<file path="src/rtl/adc_sample_packer.sv">
// adc_sample_packer: packs pairs of 16-bit ADC samples into 32-bit words and
// buffers them in a first-word-fall-through FIFO that raises a DMA request
// once a burst is stored, or whenever capture stops with data left over.
module adc_sample_packer #(
  parameter int unsigned DEPTH = 16,
  parameter int unsigned BURST = 4
) (
  input  logic                     clk,
  input  logic                     rst,
  input  logic                     enable,
  input  logic                     clear,
  input  logic                     in_valid,
  input  logic [15:0]              in_data,
  output logic [31:0]              out_data,
  output logic                     out_req,
  input  logic                     out_ack,
  output logic [$clog2(DEPTH):0]   level,
  output logic                     pack_pending,
  output logic                     overflow,
  output logic                     underflow
);

  localparam int unsigned PW = $clog2(DEPTH);
  localparam int unsigned LW = PW + 1;

  typedef enum logic {
    EMPTY = 1'b0,
    HALF  = 1'b1
  } pack_state_t;

  pack_state_t   state;
  pack_state_t   state_d;
  logic [15:0]   low_q;
  logic [15:0]   low_d;
  logic          wr_req_c;
  logic [31:0]   wr_word_c;
  logic [31:0]   mem [DEPTH];
  logic [PW-1:0] wr_ptr;
  logic [PW-1:0] rd_ptr;
  logic          full_c;
  logic          empty_c;
  logic          pop_c;
  logic          wr_accept_c;
  logic          overflow_set_c;
  logic          underflow_set_c;

  // Packer state register; clear abandons any held low half.
  always_ff @(posedge clk or posedge rst) begin
    if (rst) begin
      state <= EMPTY;
      low_q <= '0;
    end else if (clear) begin
      state <= EMPTY;
      low_q <= '0;
    end else begin
      state <= state_d;
      low_q <= low_d;
    end
  end

  // Packer next state and word generation; a falling enable pads the held half.
  always_comb begin
    state_d   = state;
    low_d     = low_q;
    wr_req_c  = 1'b0;
    wr_word_c = '0;
    case (state)
      EMPTY: begin
        if (enable && in_valid) begin
          low_d   = in_data;
          state_d = HALF;
        end
      end
      HALF: begin
        if (!enable) begin
          wr_req_c  = 1'b1;
          wr_word_c = {16'h0000, low_q};
          state_d   = EMPTY;
        end else if (in_valid) begin
          wr_req_c  = 1'b1;
          wr_word_c = {in_data, low_q};
          state_d   = EMPTY;
        end
      end
      default: state_d = EMPTY;
    endcase
  end

  // Write acceptance is judged on the pre-pop level, so a full FIFO popped in
  // the same cycle still takes the new word.
  always_comb begin
    full_c          = (level == LW'(DEPTH));
    empty_c         = (level == '0);
    pop_c           = out_ack && !empty_c;
    wr_accept_c     = wr_req_c && (!full_c || out_ack);
    overflow_set_c  = wr_req_c && full_c && !out_ack;
    underflow_set_c = out_ack && empty_c;
  end

  // Pointers, level and sticky flags.
  always_ff @(posedge clk or posedge rst) begin
    if (rst) begin
      wr_ptr    <= '0;
      rd_ptr    <= '0;
      level     <= '0;
      overflow  <= 1'b0;
      underflow <= 1'b0;
    end else if (clear) begin
      wr_ptr    <= '0;
      rd_ptr    <= '0;
      level     <= '0;
      overflow  <= 1'b0;
      underflow <= 1'b0;
    end else begin
      if (wr_accept_c) wr_ptr <= wr_ptr + PW'(1);
      if (pop_c)       rd_ptr <= rd_ptr + PW'(1);
      case ({wr_accept_c, pop_c})
        2'b10:   level <= level + LW'(1);
        2'b01:   level <= level - LW'(1);
        default: level <= level;
      endcase
      if (overflow_set_c)  overflow  <= 1'b1;
      if (underflow_set_c) underflow <= 1'b1;
    end
  end

  // Word storage; contents are deliberately left unreset.
  always_ff @(posedge clk) begin
    if (wr_accept_c && !clear) mem[wr_ptr] <= wr_word_c;
  end

  assign out_data     = mem[rd_ptr];
  assign pack_pending = (state == HALF);
  assign out_req      = (level >= LW'(BURST)) || (!enable && (level != '0));

endmodule

</file>
<file path="config.mk">
export PLATFORM = sky130hd
export DESIGN_NAME = adc_sample_packer
export DESIGN_NICKNAME = d
export VERILOG_FILES = /design/src/rtl/adc_sample_packer.sv
export SDC_FILE = /design/constraint.sdc
export NUM_CORES = 1
export LEC_CHECK = 0
export ABC_AREA = 1
export BUFFER_PORTS_ARGS = -buffer_cell sky130_fd_sc_hd__buf_2
export CAP_MARGIN = 20
export CORE_ASPECT_RATIO = 1.5
export CORE_MARGIN = 2
export CORE_UTILIZATION = 40
export DETAILED_ROUTE_END_ITERATION = 6
export PLACE_DENSITY = 0.67
export SLEW_MARGIN = 15
export SYNTH_ARGS = -nofsm -noshare
export SYNTH_HDL_FRONTEND = slang
export SYNTH_SLANG_ARGS = --single-unit
</file>
<file path="constraint.sdc">
create_clock -name clk -period 8.5 [get_ports clk]
set_clock_uncertainty 0.1 [all_clocks]
set_input_delay 1.7 -clock clk [delete_from_list [all_inputs] [get_ports clk]]
set_output_delay 1.7 -clock clk [all_outputs]
set_load 0.005 [all_outputs]
</file>
=== Yosys cells after proc, flatten, opt, wreduce, memory -nomap -nowiden ===
Memories as Yosys holds them, arrays and structs flattened.
Index checks and enable logic that the tools add are counted.

* Memory bits (writable): 512
* Memory bits (read-only): 0
* Memories: 1
* Register bits after elaboration: 32
* Output and inout port bits: 41
* Bits in latches: 0

{| class="wikitable"
|+ Memory list
! name !! words !! width !! read ports !! clocked after memory_dff !! wr ports !! RTL line !! RTL
|-
| mem || 16 || 32 || 1 || 0 || 1 || 37 || <nowiki>logic [31:0] mem [DEPTH];</nowiki>
|}

* Bitwise operators: 1
* $mul: 0
* Reductions and logical operators: 24
* Shift operators: 0
* Multiplexer cells: 26
* $lt $le $gt $ge: 1
* Divide/modulo/power cells: 0
* Equality and inequality tests: 4
* Add/subtract/negate cells: 4

{| class="wikitable"
|+ Operator list
! cell !! number
|-
| 2-to-1 mux 32 bit || 3
|-
| 2-to-1 mux 16 bit || 3
|-
| 2-to-1 mux 4 bit || 4
|-
| 2-to-1 mux 1 bit || 13
|-
| case mux 5 bit (2 select lines) || 1
|-
| nonzero test 2 bit || 5
|-
| adder 4 x 1 -> 4 bit, second input constant || 2
|-
| logical AND 1 bit || 8
|-
| adder 5 x 1 -> 5 bit, second input constant || 1
|-
| == test 5 bit, second input constant || 1
|-
| greater-or-equal comparator 5 x 3 -> 1 bit, second input constant || 1
|-
| zero test 1 bit || 5
|-
| zero test 5 bit || 1
|-
| 2-to-1 mux 5 bit || 1
|-
| nonzero test 5 bit || 1
|-
| subtractor 5 x 1 -> 5 bit, second input constant || 1
|-
| nonzero test 3 bit || 1
|-
| == test 2 x 1 -> 1 bit, second input constant || 1
|-
| == test 2 bit, second input constant || 1
|-
| logical OR 1 bit || 2
|-
| inequality test 2 bit, second input constant || 1
|-
| case mux 1 bit (2 select lines) || 1
|-
| AND reduction 2 bit || 1
|-
| NOT 1 bit || 1
|}

=== Longest topological paths before layout ===
* Depth after elaboration: 7
* Mapped depth: 16

=== Least setup slack after synthesis ===
OpenSTA, ideal clock, no wires.

* Kind: in2reg
* From: input port in_valid
* To: memory mem[11][0] (enable)
* Required time: 7.979 ns
* Path slack: 4.339 ns
* Cell stages on the path: 6
* Arrival time: 3.639 ns
* Buffers on the path: 0
* Setup time: 0.421 ns
* Cell sequence: inv_1 -> a21oi_2 -> nand2_4 -> inv_2 -> nand2_1 -> nor2_1

* Longest elaborated chain between the ends: 7

{| class="wikitable"
|+ Ends and longest elaborated chain
! what !! RTL line !! RTL
|-
| from (decl) || 12 || <nowiki>input logic in_valid,</nowiki>
|-
| 2-to-1 mux 1 bit || 79 || <nowiki>end else if (in_valid) begin</nowiki>
|-
| 2-to-1 mux 1 bit || 75 || <nowiki>if (!enable) begin</nowiki>
|-
| 2-to-1 mux 1 bit || 67 || <nowiki>case (state)</nowiki>
|-
| logical AND 1 bit || 95 || <nowiki>wr_accept_c = wr_req_c && (!full_c || out_ack);</nowiki>
|-
| logical AND 1 bit || 129 || <nowiki>if (wr_accept_c && !clear) mem[wr_ptr] <= wr_word_c;</nowiki>
|-
| 2-to-1 mux 1 bit || 129 ||
|-
| 2-to-1 mux 1 bit (implied by the code) || 129 ||
|-
| to (decl) || 37 ||
|}

Every way passes these cells.

=== Worst setup path in the final report ===
* From: register rd_ptr[0]
* To: output port out_data[2]

* Longest elaborated chain between the ends: 1

{| class="wikitable"
|+ Ends and longest elaborated chain
! what !! RTL line !! RTL
|-
| from (decl) || 39 || <nowiki>logic [PW-1:0] rd_ptr;</nowiki>
|-
| from (signal assigned) || 116 || <nowiki>if (pop_c) rd_ptr <= rd_ptr + PW'(1);</nowiki>
|-
| memory read (16 x 32 bit) || n/a ||
|-
| to (decl) || 14 || <nowiki>output logic [31:0] out_data,</nowiki>
|}

Every way passes these cells.

==> impl_metrics.py <==
metrics = {
    "outcome": {
        "outcome": "finished clean",
    },
    "synth": {
        "synth_edf_count": 512,
        "yosysMostFrequentCell": "edfxtp_1",
        "synth_top_area_cell": "edfxtp_1",
        "syn_area_sq_mm": 0.0218,
        "synth_top_area_frac": 0.705,
        "syn_inst": 1522,
        "synth_cell_types": 39,
        "synthArstFlopShare": 0.0588,
        "synth_warnings": 0,
        "synthFlopType": "edfxtp_1",
        "syn_avg_cell_area_sq_um": 14.3,
        "mappedNetlistNets": 1551,
        "ys_ff_latch": 544,
        "synth_common_cells": "512 x edfxtp_1, 270 x nor2_1, 136 x o21ai_0",
        "synth.top_cells.by_area": "edfxtp_1 70%, nor2_1 4.6%, mux2i_1 3.9%",
        "yosysSeqAreaShare": 0.742,
    },
    "pwr": {
        "power_density_mw_per_mm2": 247,
        "vdd_drop_max_uv": 220,
        "p_leak_nw": 7.78,
    },
    "timing": {
        "hold_viol": 0,
        "rsz0062_at_grt": "false",
        "finalSetupViolCount": 0,
        "tightest_slew_ps": 1110,
        "slew-limit-headroom": 0.260,
        "tns_ps": 0,
        "fin_crit_sh": 0.638,
        "fmax_mhz": 184,
        "fin_crit_ps": 5420,
        "drv_slew": 0,
    },
    "global_route": {
        "grt_use_total": 0.178,
        "grt_antenna_before_repair": 2,
        "grt_overflow_total": 0,
        "grt_pass1_vias": 12800,
        "grt_max_degree": 169,
        "grt_pass1_wl_um": 77000,
    },
    "cts": {
        "clkTransAtPathRegs_ps": 70,
        "cts_tree": "yes",
        "cts_resized": 0,
        "cts.path.max_buffers": 3,
        "cts_root_buf": "clkbuf_16",
        "cts_hold_buf": 0,
        "cts_setup_buffers": 0,
        "clkLatencyLatePin_ps": 550,
        "cts.sink_count": 544,
        "cts_buffers": 45,
        "cts_htree_levels": 2,
    },
    "cells_and_area": {
        "fin_cells": 2281,
        "num_antenna_cells": 0,
        "final_area_sq_mm": 0.0243,
        "drive_above_1_share": 0.124,
        "nets": 1585,
        "area_delta_synth_final_pct": 11.5,
        "fill_cells": 4546,
    },
    "place": {
        "place_congestion": 0.802,
        "place_inst": 2196,
        "dp_hpwl_um": 26600,
        "placed_area_sq_mm": 0.0227,
        "numPortBuffers": 62,
    },
    "route": {
        "vias_per_cell": 5.71,
        "wl_per_cell_um": 22.3,
        "drt-initial-drc-count": 1509,
        "drcViolationCount": 0,
        "firstDrtPassIters": 5,
        "drt-total-wl_um": 50800,
        "postRouteAntennaNets": 0,
        "dr_total_vias": 13000,
    },
    "floorplan": {
        "io_pins": 63,
        "initial_utilization": 0.406,
        "die_w_um": 195,
        "num_rows": 104,
        "core_area_sq_mm": 0.0537,
        "dieHeight_um": 290,
        "die-area_sq_mm": 0.0564,
    },
    "critical_path": {
        "reg2reg_from": "pack_pending",
        "arrival_ps": 3620,
        "required_ps": 6700,
        "crit_path_start_kind": "flop",
        "reg2reg_depth": 7,
        "crit_type": "flop to primary output",
        "critPathCaptureType": "primary output",
        "cp_max_fo": 124,
        "critPathLaunch": "rd_ptr[0]",
    },
    "run": {
        "max-cap-violations": 0,
    },
    "worst_hold_path": {
        "hold_depth": 2,
        "hold_class": "flop to flop",
        "min-delay-start": "overflow",
    },
}
==> per-layer routing <==
layer  global-route usage  up-vias  share of wire
met1                0.233     6570           0.40
met2                0.306      494           0.51
li1                     -     5856              -
met4               0.0621        4          0.028
met3               0.0230       94          0.064
met5                    0        -        0.00063
==> sequential cells by signal (all words and copies together), names as in the netlist <==
name	flops
pack_pending	1
overflow	1
rd_ptr	4
wr_ptr	4
low_q	16
level	5
mem	512
underflow	1
==> area by class of cell <==
class | instances | area (sq um) | area share
Sequential cell | 544 | 16200 | 0.665
Multi-Input combinational cell | 817 | 4940 | 0.203
Clock buffer | 52 | 1170 | 0.0482
Tap cell | 689 | 862 | 0.0354
Timing Repair Buffer | 89 | 562 | 0.0231
Clock inverter | 31 | 374 | 0.0154
Inverter | 59 | 229 | 0.00941
==> per-stage QoR <==
| step | hold slack [ps] | power [mW] | worst slack (ps) | util |
|---|---|---|---|---|
| global route | 431 | 6.23 | 2820 | 0.453 |
| floorplan | 389 | 3.73 | 4340 | - |
| detailed placement | 390 | 3.90 | 3470 | 0.423 |
| finish | 410 | 6.02 | 3080 | 0.453 |
| global placement | 383 | 3.87 | 3550 | 0.423 |
| CTS | 407 | 6.04 | 2890 | 0.452 |
==> cell families after synthesis <==
| logic type | Yosys count | synth area share |
|---|---|---|
| buf+inv | 161 | 0.0375 |
| fa+ha+maj | 7 | 0.00402 |
| compound gates | 336 | 0.105 |
| flops | 544 | 0.742 |
| simple gates | 387 | 0.0715 |
| xor+xnor | 2 | 0.000803 |
| mux | 85 | 0.0390 |
==> cells in the final DEF (no fill, tap or decap), types with 9 or more instances in the layout <==
cell type,Yosys,final
clkinv_2,0,9
nand2_1,65,65
o22ai_1,18,18
buf_4,3,23
nor2_4,0,16
nor2_1,270,253
buf_2,21,62
mux2i_1,85,85
dfrtp_1,32,28
edfxtp_1,512,512
o21ai_0,136,136
o221ai_1,85,85
o211ai_1,43,43
inv_1,51,51
clkbuf_16,0,45
nand3_1,38,38
o32ai_1,42,42
==> worst paths after layout <==
kind	end	slack, ps
worst max-delay path	out_data[2]	3080
worst min-delay path	overflow	410
worst max register to register	mem[7][3]	5770
worst min register to register	overflow	410
max in group asynchronous	rd_ptr[2]	6810
min in group asynchronous	underflow	1130
==> where the power goes <==
part / switching, mW / internal (mW)
combinational: 0.582 / 0.312
sequential: 0.0427 / 2.92
clock: 0.923 / 1.24
total: 1.55 / 4.47
==> worst max-delay path, stage by stage (launching register included) <==
cell	delay (ps)
dfrtp_4	630
buf_16	270
inv_6	730
buf_4	610
nor2_1	100
o32ai_1	310
o211ai_1	140
nand2_1	120
buf_2	120
Note: power is estimated with default switching activity, not from simulation.
